<file path="src/rtl/ascon_result_gate_if.sv">
// Result-gate bus: upstream voted results and status in, gated result and health status out.
interface ascon_result_gate_if #(
    parameter int y     = 40,
    parameter int CNT_W = 4
);
    logic [y-1:0]     cipher_text;
    logic [127:0]     tag;
    logic [y-1:0]     dec_plain_text;
    logic [127:0]     dec_tag;
    logic             encryption_ready;
    logic             decryption_ready;
    logic             message_authentication;
    logic             out_ready;
    logic             out_valid;
    logic [y-1:0]     out_ct;
    logic [127:0]     out_tag;
    logic             out_fault;
    logic [CNT_W-1:0] fault_count;
    logic             locked;
    logic             busy;

    modport master (
        output cipher_text, tag, dec_plain_text, dec_tag,
               encryption_ready, decryption_ready, message_authentication, out_ready,
        input  out_valid, out_ct, out_tag, out_fault, fault_count, locked, busy
    );

    modport slave (
        input  cipher_text, tag, dec_plain_text, dec_tag,
               encryption_ready, decryption_ready, message_authentication, out_ready,
        output out_valid, out_ct, out_tag, out_fault, fault_count, locked, busy
    );
endinterface

</file>
<file path="src/rtl/ascon_result_gate.sv">
// Gates an encrypt/decrypt result pair on fault markers, auth and timeout; result valid 2 cycles after the
// decryption edge, held stable under out_ready backpressure; locks out permanently after FAULT_LIMIT faults.
module ascon_result_gate #(
    parameter int           y              = 40,
    parameter logic [127:0] FAULT_CONSTANT = 128'h8C784,
    parameter int           FAULT_LIMIT    = 3,
    parameter int           CNT_W          = 4,
    parameter int           TIMEOUT        = 1023
) (
    input  logic               clk,
    input  logic               rst,
    ascon_result_gate_if.slave bus
);
    localparam int           TW   = $clog2(TIMEOUT + 1);
    localparam logic [y-1:0] FC_Y = FAULT_CONSTANT[y-1:0];

    typedef enum logic [2:0] {IDLE, WAIT_DEC, CHECK, HOLD, LOCK} state_t;

    state_t           state, state_nxt;
    logic             enc_prev, dec_prev;
    logic [TW-1:0]    tmo_cnt;
    logic [y-1:0]     ct_q, pt_q;
    logic [127:0]     tag_q, dtag_q;
    logic             auth_q, tmo_q, fault_q;
    logic [CNT_W-1:0] fault_count_q;
    logic             enc_edge, dec_edge;
    logic             cap_enc, cap_dec, tmo_hit, hs, fault_c;

    assign enc_edge = bus.encryption_ready & ~enc_prev;
    assign dec_edge = bus.decryption_ready & ~dec_prev;

    assign fault_c = (ct_q == FC_Y) | (tag_q == FAULT_CONSTANT) | (pt_q == FC_Y)
                   | (dtag_q == FAULT_CONSTANT) | ~auth_q | tmo_q;

    always_ff @(posedge clk) begin
        if (!rst) begin
            state <= IDLE;
        end else begin
            state <= state_nxt;
        end
    end

    always_comb begin
        state_nxt = state;
        cap_enc   = 1'b0;
        cap_dec   = 1'b0;
        tmo_hit   = 1'b0;
        hs        = 1'b0;
        case (state)
            IDLE: begin
                if (enc_edge) begin
                    cap_enc   = 1'b1;
                    cap_dec   = dec_edge;
                    state_nxt = dec_edge ? CHECK : WAIT_DEC;
                end
            end
            WAIT_DEC: begin
                if (dec_edge) begin
                    cap_dec   = 1'b1;
                    state_nxt = CHECK;
                end else if (tmo_cnt == TW'(TIMEOUT)) begin
                    tmo_hit   = 1'b1;
                    state_nxt = CHECK;
                end
            end
            CHECK:   state_nxt = HOLD;
            HOLD: begin
                if (bus.out_ready) begin
                    hs        = 1'b1;
                    state_nxt = (fault_count_q >= CNT_W'(FAULT_LIMIT)) ? LOCK : IDLE;
                end
            end
            LOCK:    state_nxt = LOCK;
            default: state_nxt = IDLE;
        endcase
    end

    // Edge history tracks the inputs in every state, so edges seen in CHECK/HOLD/LOCK are consumed, not deferred.
    always_ff @(posedge clk) begin
        if (!rst) begin
            enc_prev      <= 1'b1;
            dec_prev      <= 1'b1;
            tmo_cnt       <= '0;
            ct_q          <= '0;
            tag_q         <= '0;
            pt_q          <= '0;
            dtag_q        <= '0;
            auth_q        <= 1'b0;
            tmo_q         <= 1'b0;
            fault_q       <= 1'b0;
            fault_count_q <= '0;
        end else begin
            enc_prev <= bus.encryption_ready;
            dec_prev <= bus.decryption_ready;
            tmo_cnt  <= (state == WAIT_DEC) ? tmo_cnt + 1'b1 : '0;
            if (cap_enc) begin
                ct_q  <= bus.cipher_text;
                tag_q <= bus.tag;
            end
            if (cap_dec) begin
                pt_q   <= bus.dec_plain_text;
                dtag_q <= bus.dec_tag;
                auth_q <= bus.message_authentication;
            end
            if (tmo_hit) begin
                tmo_q <= 1'b1;
            end
            if (state == CHECK) begin
                fault_q <= fault_c;
                if (fault_c && fault_count_q != '1) begin
                    fault_count_q <= fault_count_q + 1'b1;
                end
            end
            if (hs) begin
                ct_q    <= '0;
                tag_q   <= '0;
                pt_q    <= '0;
                dtag_q  <= '0;
                auth_q  <= 1'b0;
                tmo_q   <= 1'b0;
                fault_q <= 1'b0;
            end
        end
    end

    assign bus.out_valid   = (state == HOLD);
    assign bus.out_fault   = fault_q;
    assign bus.out_ct      = (state == HOLD && !fault_q) ? ct_q : '0;
    assign bus.out_tag     = (state == HOLD && !fault_q) ? tag_q : '0;
    assign bus.fault_count = fault_count_q;
    assign bus.locked      = (state == LOCK);
    assign bus.busy        = (state != IDLE);
endmodule

</file>
<file path="src/flat_wrapper.sv">
// flat-port wrapper written by rule: the top's interface ports become plain ports
module ascon_result_gate_flat 
#(
    parameter int           y              = 40,
    parameter logic [127:0] FAULT_CONSTANT = 128'h8C784,
    parameter int           FAULT_LIMIT    = 3,
    parameter int           CNT_W          = 4,
    parameter int           TIMEOUT        = 1023
)
  (clk, rst, bus_cipher_text, bus_tag, bus_dec_plain_text, bus_dec_tag, bus_encryption_ready, bus_decryption_ready, bus_message_authentication, bus_out_ready, bus_out_valid, bus_out_ct, bus_out_tag, bus_out_fault, bus_fault_count, bus_locked, bus_busy);
  ascon_result_gate_if #(.y(y), .CNT_W(CNT_W)) bus_i ();
  input  logic clk;
  input  logic rst;
  input wire logic [$bits(bus_i.cipher_text)-1:0] bus_cipher_text;
  input wire logic [$bits(bus_i.tag)-1:0] bus_tag;
  input wire logic [$bits(bus_i.dec_plain_text)-1:0] bus_dec_plain_text;
  input wire logic [$bits(bus_i.dec_tag)-1:0] bus_dec_tag;
  input wire logic [$bits(bus_i.encryption_ready)-1:0] bus_encryption_ready;
  input wire logic [$bits(bus_i.decryption_ready)-1:0] bus_decryption_ready;
  input wire logic [$bits(bus_i.message_authentication)-1:0] bus_message_authentication;
  input wire logic [$bits(bus_i.out_ready)-1:0] bus_out_ready;
  output wire logic [$bits(bus_i.out_valid)-1:0] bus_out_valid;
  output wire logic [$bits(bus_i.out_ct)-1:0] bus_out_ct;
  output wire logic [$bits(bus_i.out_tag)-1:0] bus_out_tag;
  output wire logic [$bits(bus_i.out_fault)-1:0] bus_out_fault;
  output wire logic [$bits(bus_i.fault_count)-1:0] bus_fault_count;
  output wire logic [$bits(bus_i.locked)-1:0] bus_locked;
  output wire logic [$bits(bus_i.busy)-1:0] bus_busy;
  assign bus_i.cipher_text = bus_cipher_text;
  assign bus_i.tag = bus_tag;
  assign bus_i.dec_plain_text = bus_dec_plain_text;
  assign bus_i.dec_tag = bus_dec_tag;
  assign bus_i.encryption_ready = bus_encryption_ready;
  assign bus_i.decryption_ready = bus_decryption_ready;
  assign bus_i.message_authentication = bus_message_authentication;
  assign bus_i.out_ready = bus_out_ready;
  assign bus_out_valid = bus_i.out_valid;
  assign bus_out_ct = bus_i.out_ct;
  assign bus_out_tag = bus_i.out_tag;
  assign bus_out_fault = bus_i.out_fault;
  assign bus_fault_count = bus_i.fault_count;
  assign bus_locked = bus_i.locked;
  assign bus_busy = bus_i.busy;
  ascon_result_gate #(.y(y), .FAULT_CONSTANT(FAULT_CONSTANT), .FAULT_LIMIT(FAULT_LIMIT), .CNT_W(CNT_W), .TIMEOUT(TIMEOUT)) u_core (.clk(clk), .rst(rst), .bus(bus_i));
endmodule
</file>
<file path="config.mk">
export PLATFORM = sky130hd
export DESIGN_NAME = ascon_result_gate_flat
export DESIGN_NICKNAME = d
export VERILOG_FILES = /design/src/rtl/ascon_result_gate_if.sv /design/src/rtl/ascon_result_gate.sv /design/src/flat_wrapper.sv
export SDC_FILE = /design/constraint.sdc
export NUM_CORES = 1
export LEC_CHECK = 0
export ABC_AREA = 0
export ABC_CLOCK_PERIOD_IN_PS = 3200
export CAP_MARGIN = 20
export CORE_AREA = 5 5 200 202
export CTS_CLUSTER_DIAMETER = 30
export DETAILED_ROUTE_END_ITERATION = 10
export DIE_AREA = 0 0 205 207
export PLACE_DENSITY = 0.73
export SLEW_MARGIN = 5
export SYNTH_ARGS = -nofsm -noshare
export SYNTH_HDL_FRONTEND = slang
export SYNTH_SLANG_ARGS = --single-unit
</file>
<file path="constraint.sdc">
create_clock -name clk -period 3.2 [get_ports clk]
set_input_delay 0.48 -clock clk [delete_from_list [all_inputs] [get_ports clk]]
set_output_delay 0.48 -clock clk [all_outputs]
set_load 0.02 [all_outputs]
</file>
== After elaboration in Yosys (flattened, before gate mapping) ==
Index checks and enable logic that the tools add are counted.
Storage, ports and cells
  register bits after elaboration: 358
  input bits: 342
  logic and storage cells: 67
Operators by class
  eq/ne operators: 13
  bitwise logic cells: 11
  reductions and logical operators: 9
  add/subtract/negate cells: 2
  magnitude comparators: 1
  muxes and demuxes: 19
Operator list (number)
  128-bit by 20-bit == test with 1-bit output (second input constant): 2
  128-bit two-way mux: 1
  40-bit by 20-bit == test with 1-bit output (second input constant): 2
  40-bit two-way mux: 1
  3-bit two-way mux: 5
  3-bit case mux with 5 select lines: 1
  10-bit by 1-bit adder with 10-bit output (second input constant): 1
  10-bit == test (second input constant): 1
  1-bit two-way mux: 9
  3-bit by 2-bit == test with 1-bit output (second input constant): 2
  1-bit bitwise OR: 5
  4-bit by 1-bit adder with 4-bit output (second input constant): 1
  4-bit by 2-bit greater-or-equal comparator with 1-bit output (second input constant): 1
  4-bit != test (second input constant): 1
  1-bit inverter: 4
  2-bit AND reduction: 2
  3-bit by 1-bit == test with 1-bit output (second input constant): 1
  3-bit == test (second input constant): 1
  3-bit zero test: 1
  3-bit by 1-bit != test with 1-bit output (second input constant): 1
  3-bit AND reduction: 1
  3-bit nonzero test: 1
  1-bit AND: 2
  1-bit logical AND: 2
  other kinds (6): 6

== Longest topological paths before layout ==
  word-level depth: 8
  mapped depth: 9
  mapped depth without buffers: 6

== Worst setup path after synthesis ==
No wires, ideal clock.
  path kind: register to output
  from: reg u_core.state[0]
  to: out bus_out_ct[19]
  stages on the path, launching flop included: 8
  arrival time: 1565 ps
  setup slack: 1155 ps
  cells stage by stage: dfxtp_1 buf_2 nand2_1 or2_1 nor2_2 buf_2 clkbuf_1 and2_1
Between the ends
  cells in the longest elaborated chain, start to end: 3
Ends and longest elaborated chain
  start: declaration: RTL line ascon_result_gate.sv:19  | state_t state, state_nxt;
  start signal: assignment: RTL line ascon_result_gate.sv:39  | state <= state_nxt;
  3-bit by 2-bit == test with 1-bit output: RTL line ascon_result_gate.sv:128  | assign bus.out_ct = (state == HOLD && !fault_q) ? ct_q : '0;
  1-bit logical AND: RTL line ascon_result_gate.sv:128
  40-bit two-way mux: RTL line ascon_result_gate.sv:128
  end: declaration: RTL line flat_wrapper.sv:23  | output wire logic [$bits(bus_i.out_ct)-1:0] bus_out_ct;
Every way passes these cells.

== Worst setup path in the final report ==
  from: reg u_core.state[1]
  to: out bus_out_tag[26]
Between the ends
  cells in the longest elaborated chain, start to end: 3
Ends and longest elaborated chain
  3-bit by 2-bit == test with 1-bit output: RTL line ascon_result_gate.sv:129  | assign bus.out_tag = (state == HOLD && !fault_q) ? tag_q : '0;
  1-bit logical AND: RTL line ascon_result_gate.sv:129
  128-bit two-way mux: RTL line ascon_result_gate.sv:129
  end: declaration: RTL line flat_wrapper.sv:24  | output wire logic [$bits(bus_i.out_tag)-1:0] bus_out_tag;
Every way passes these cells.

==> out/qor.yml <==
synthesis:
  ys.flop_type: "dfxtp_1"
  ys_ff_latch: 358
  yosysSeqAreaShare_pct: 49.6
  synth_cell_types: 48
  yosys_warnings: 0
  async_flop_share_pct: 0
  synth_area_um2: 14400
  synthesis.nets: 2217
  avgSynthCellArea_um2: 7.71
  synth_edf_count: 0
  netlist_instances: 1873
clocking:
  cts_tree: "yes"
  holdBufCountCts: 0
  cts.sinks: 358
  clk_pin_slew_ns: 0.04
  clkLatencyLatePin_ns: 0.56
  numCtsBuffers: 73
  cts_root_buf: "clkbuf_16"
  htreeDepth: 3
  clockBufferDepth: 3
detailed_routing:
  routed_via_density: 4.99
  via_count: 14788
  drtPass1Iterations: 5
  postRouteAntennaNets: 0
  drc: 0
  first_iter_violations: 817
  routed_wl_mm: 52.2
  wl_per_cell_um: 17.6
sta:
  worst-slew-pin-transition_ns: 0.837
  setup_viol: 0
  rsz0062_at_grt: "yes"
  hold_violations: 0
  clock_skew_ns: 0.0197
  slew_viol_final: 0
  period_needed_ns: 3.09
  timing.final.crit_share_pct: 96.7
  slew_headroom_pct: 43.7
  holdWs_ns: 0.451
  max_freq_mhz: 323
cells_and_area:
  final_nets: 2718
  final_common_cell: "nand2_1"
  final_cells: 2964
  drive_gt1_share_pct: 7.61
  final_cell_mix: "683 x nand2_1, 477 x clkdlybuf4s50_1, 357 x dfxtp_1"
  syn2layout_area_growth_pct: 58.5
pwr:
  switching_power_w: 0.00297
  swShare_pct: 21.9
  seq_power_share_pct: 34.5
  power.density_nw_per_um2: 592
  vdd_drop_max_mv: 0.386
  p_comb_share_pct: 6.8
  clkPwrFrac_pct: 58.6
  power.leakage_nw: 8.35
  intPower_w: 0.0106
critical_path:
  start_kind: "flop"
  cp.required_ns: 2.72
  worst_setup_path_end_kind: "primary output"
  crit_fanout: 50
  path_class: "reg2out"
  arrival_ns: 2.61
floorplanning:
  die_area_um2: 42400
  die_h_um: 207
  die_width_um: 205
  start_util_pct: 37.9
  core.rowCount: 72
  core_area_um2: 38100
  io_pins: 518
grt:
  grt_max_degree: 87
  grt_pass1_wl_mm: 79.9
  grt_pass1_vias: 14584
  grt-ovfl-total: 0
  grt_util_all_layers_pct: 23.2
  grt_antenna_before_repair: 17
placement:
  gp_congestion: 0.890
  dp.final_hpwl_mm: 38.8
  dpl.cell_count: 2815
  port_buffers: 517
run_status:
  status: "finished clean"
run:
  cap_violations: 0
hold_path:
  hold_class: "reg2reg"
path summary, 6_finish.rpt:
check                                      from                                endpoint  slack, ns  cells after the start
setup reg to reg  u_core.tag_q[53]$_SDFFE_PP0P_  u_core.bus.fault_count[1]$_SDFFE_PN0P_       0.50                      7
hold reg to reg    u_core.pt_q[26]$_SDFFE_PP0P_            u_core.pt_q[26]$_SDFFE_PP0P_       0.45                      2
setup / recovery   u_core.state[1]$_SDFFE_PN0P_                         bus_out_tag[26]       0.11                      7
hold / removal     u_core.pt_q[26]$_SDFFE_PP0P_            u_core.pt_q[26]$_SDFFE_PP0P_       0.45                      2
cell usage after synthesis, types with 2 or more instances:
cell type	number	share of area, %
nor4b_1	13	0.79
nand4_1	24	1.0
nor4_1	64	2.8
nand2b_1	5	0.22
nand2_1	684	18
o21a_1	2	0.10
ha_1	2	0.17
mux2i_1	2	0.14
nor4_2	3	0.26
a21oi_1	344	12
and2_1	169	7.3
buf_4	16	0.83
nand3_1	5	0.17
buf_1	2	0.052
clkbuf_1	40	1.0
nor2_1	17	0.44
nor4bb_1	2	0.14
dfxtp_1	358	50
and4b_1	3	0.21
xnor2_1	2	0.12
and3_1	3	0.13
nor2b_1	4	0.17
inv_1	2	0.052
o21ai_0	3	0.10
nor3_1	5	0.17
xor2_1	5	0.30
buf_2	73	2.5
power groups by stage:
stage	sequential [W]	clock (W)	combinational [W]
2_1_floorplan	0.00472	0	0.000364
3_3_place_gp	0.00476	0	0.000910
3_5_place_dp	0.00476	0	0.000920
4_1_cts	0.00468	0.00804	0.000929
5_1_grt	0.00468	0.00832	0.00100
6_report	0.00468	0.00794	0.000925
per-layer routing:
metal / track usage, % / vias to the layer above / routed length (µm)
li1: - / 7225 / -
met1: 27.4 / 6840 / 20100
met2: 39.0 / 598 / 25500
met3: 6.41 / 121 / 4500
met4: 10.8 / 4 / 2080
met5: 0 / - / 27
worst max-delay path, cell delays in order (launching register included):
cell,delay [ns]
dfxtp_2,0.39
nand2_1,0.06
or2_1,0.28
nor2_4,0.15
buf_12,0.15
buf_8,0.21
and2_1,0.16
clkdlybuf4s50_1,0.63
cells by family (layout without fill, tap and decap cells):
group	after synthesis	in the layout	synth area share, %
xor+xnor	7	7	0.425
simple gates	1014	1014	32.4
mux	2	2	0.139
fa+ha+maj	2	2	0.173
buf+inv	134	692	4.58
other cells	0	15	0
flops	358	358	49.6
compound gates	356	356	12.6
stage by stage:
| step | setup slack (ns) | instance area, µm² | TNS (ns) | utilization, % | total power (W) |
|---|---|---|---|---|---|
| after global placement | 0.531 | 20200 | 0 | 53.0 | 0.00567 |
| after detailed placement | 0.433 | 20200 | 0 | 53.0 | 0.00568 |
| after CTS | 0.0582 | 22800 | 0 | 59.8 | 0.0136 |
| after global routing | -0.00344 | 22900 | -0.0111 | 60.1 | 0.0140 |
| after floorplan | 1.15 | 14400 | 0 | - | 0.00509 |
| final | 0.107 | 22900 | 0 | 60.1 | 0.0135 |
flip-flops by register name, indices dropped and copies added, names as in the netlist, 3 cells and up:
signal	cells
u_core.dtag_q	128
u_core.tag_q	128
u_core.ct_q	40
u_core.pt_q	40
u_core.tmo_cnt	10
u_core.bus.fault_count	4
u_core.state	3
what timing repair did:
item                       in CTS  in global routing
pin swaps                       1                  0
setup endpoints to repair     160                 84
setup buffers                   1                  0
gates resized for setup        36                  9
gates cloned                    0                  1
area by class of cell:
type / instances / area (µm²)
clock inverter: 46 / 653
tap: 518 / 648
timing repair buffer: 558 / 5760
antenna: 15 / 37.5
sequential: 358 / 7170
clock buffer: 86 / 1960
fill: 3333 / 15200
inverter: 2 / 7.51
multi-input combinational: 1381 / 6650
(Power assumes the default switching activity.)
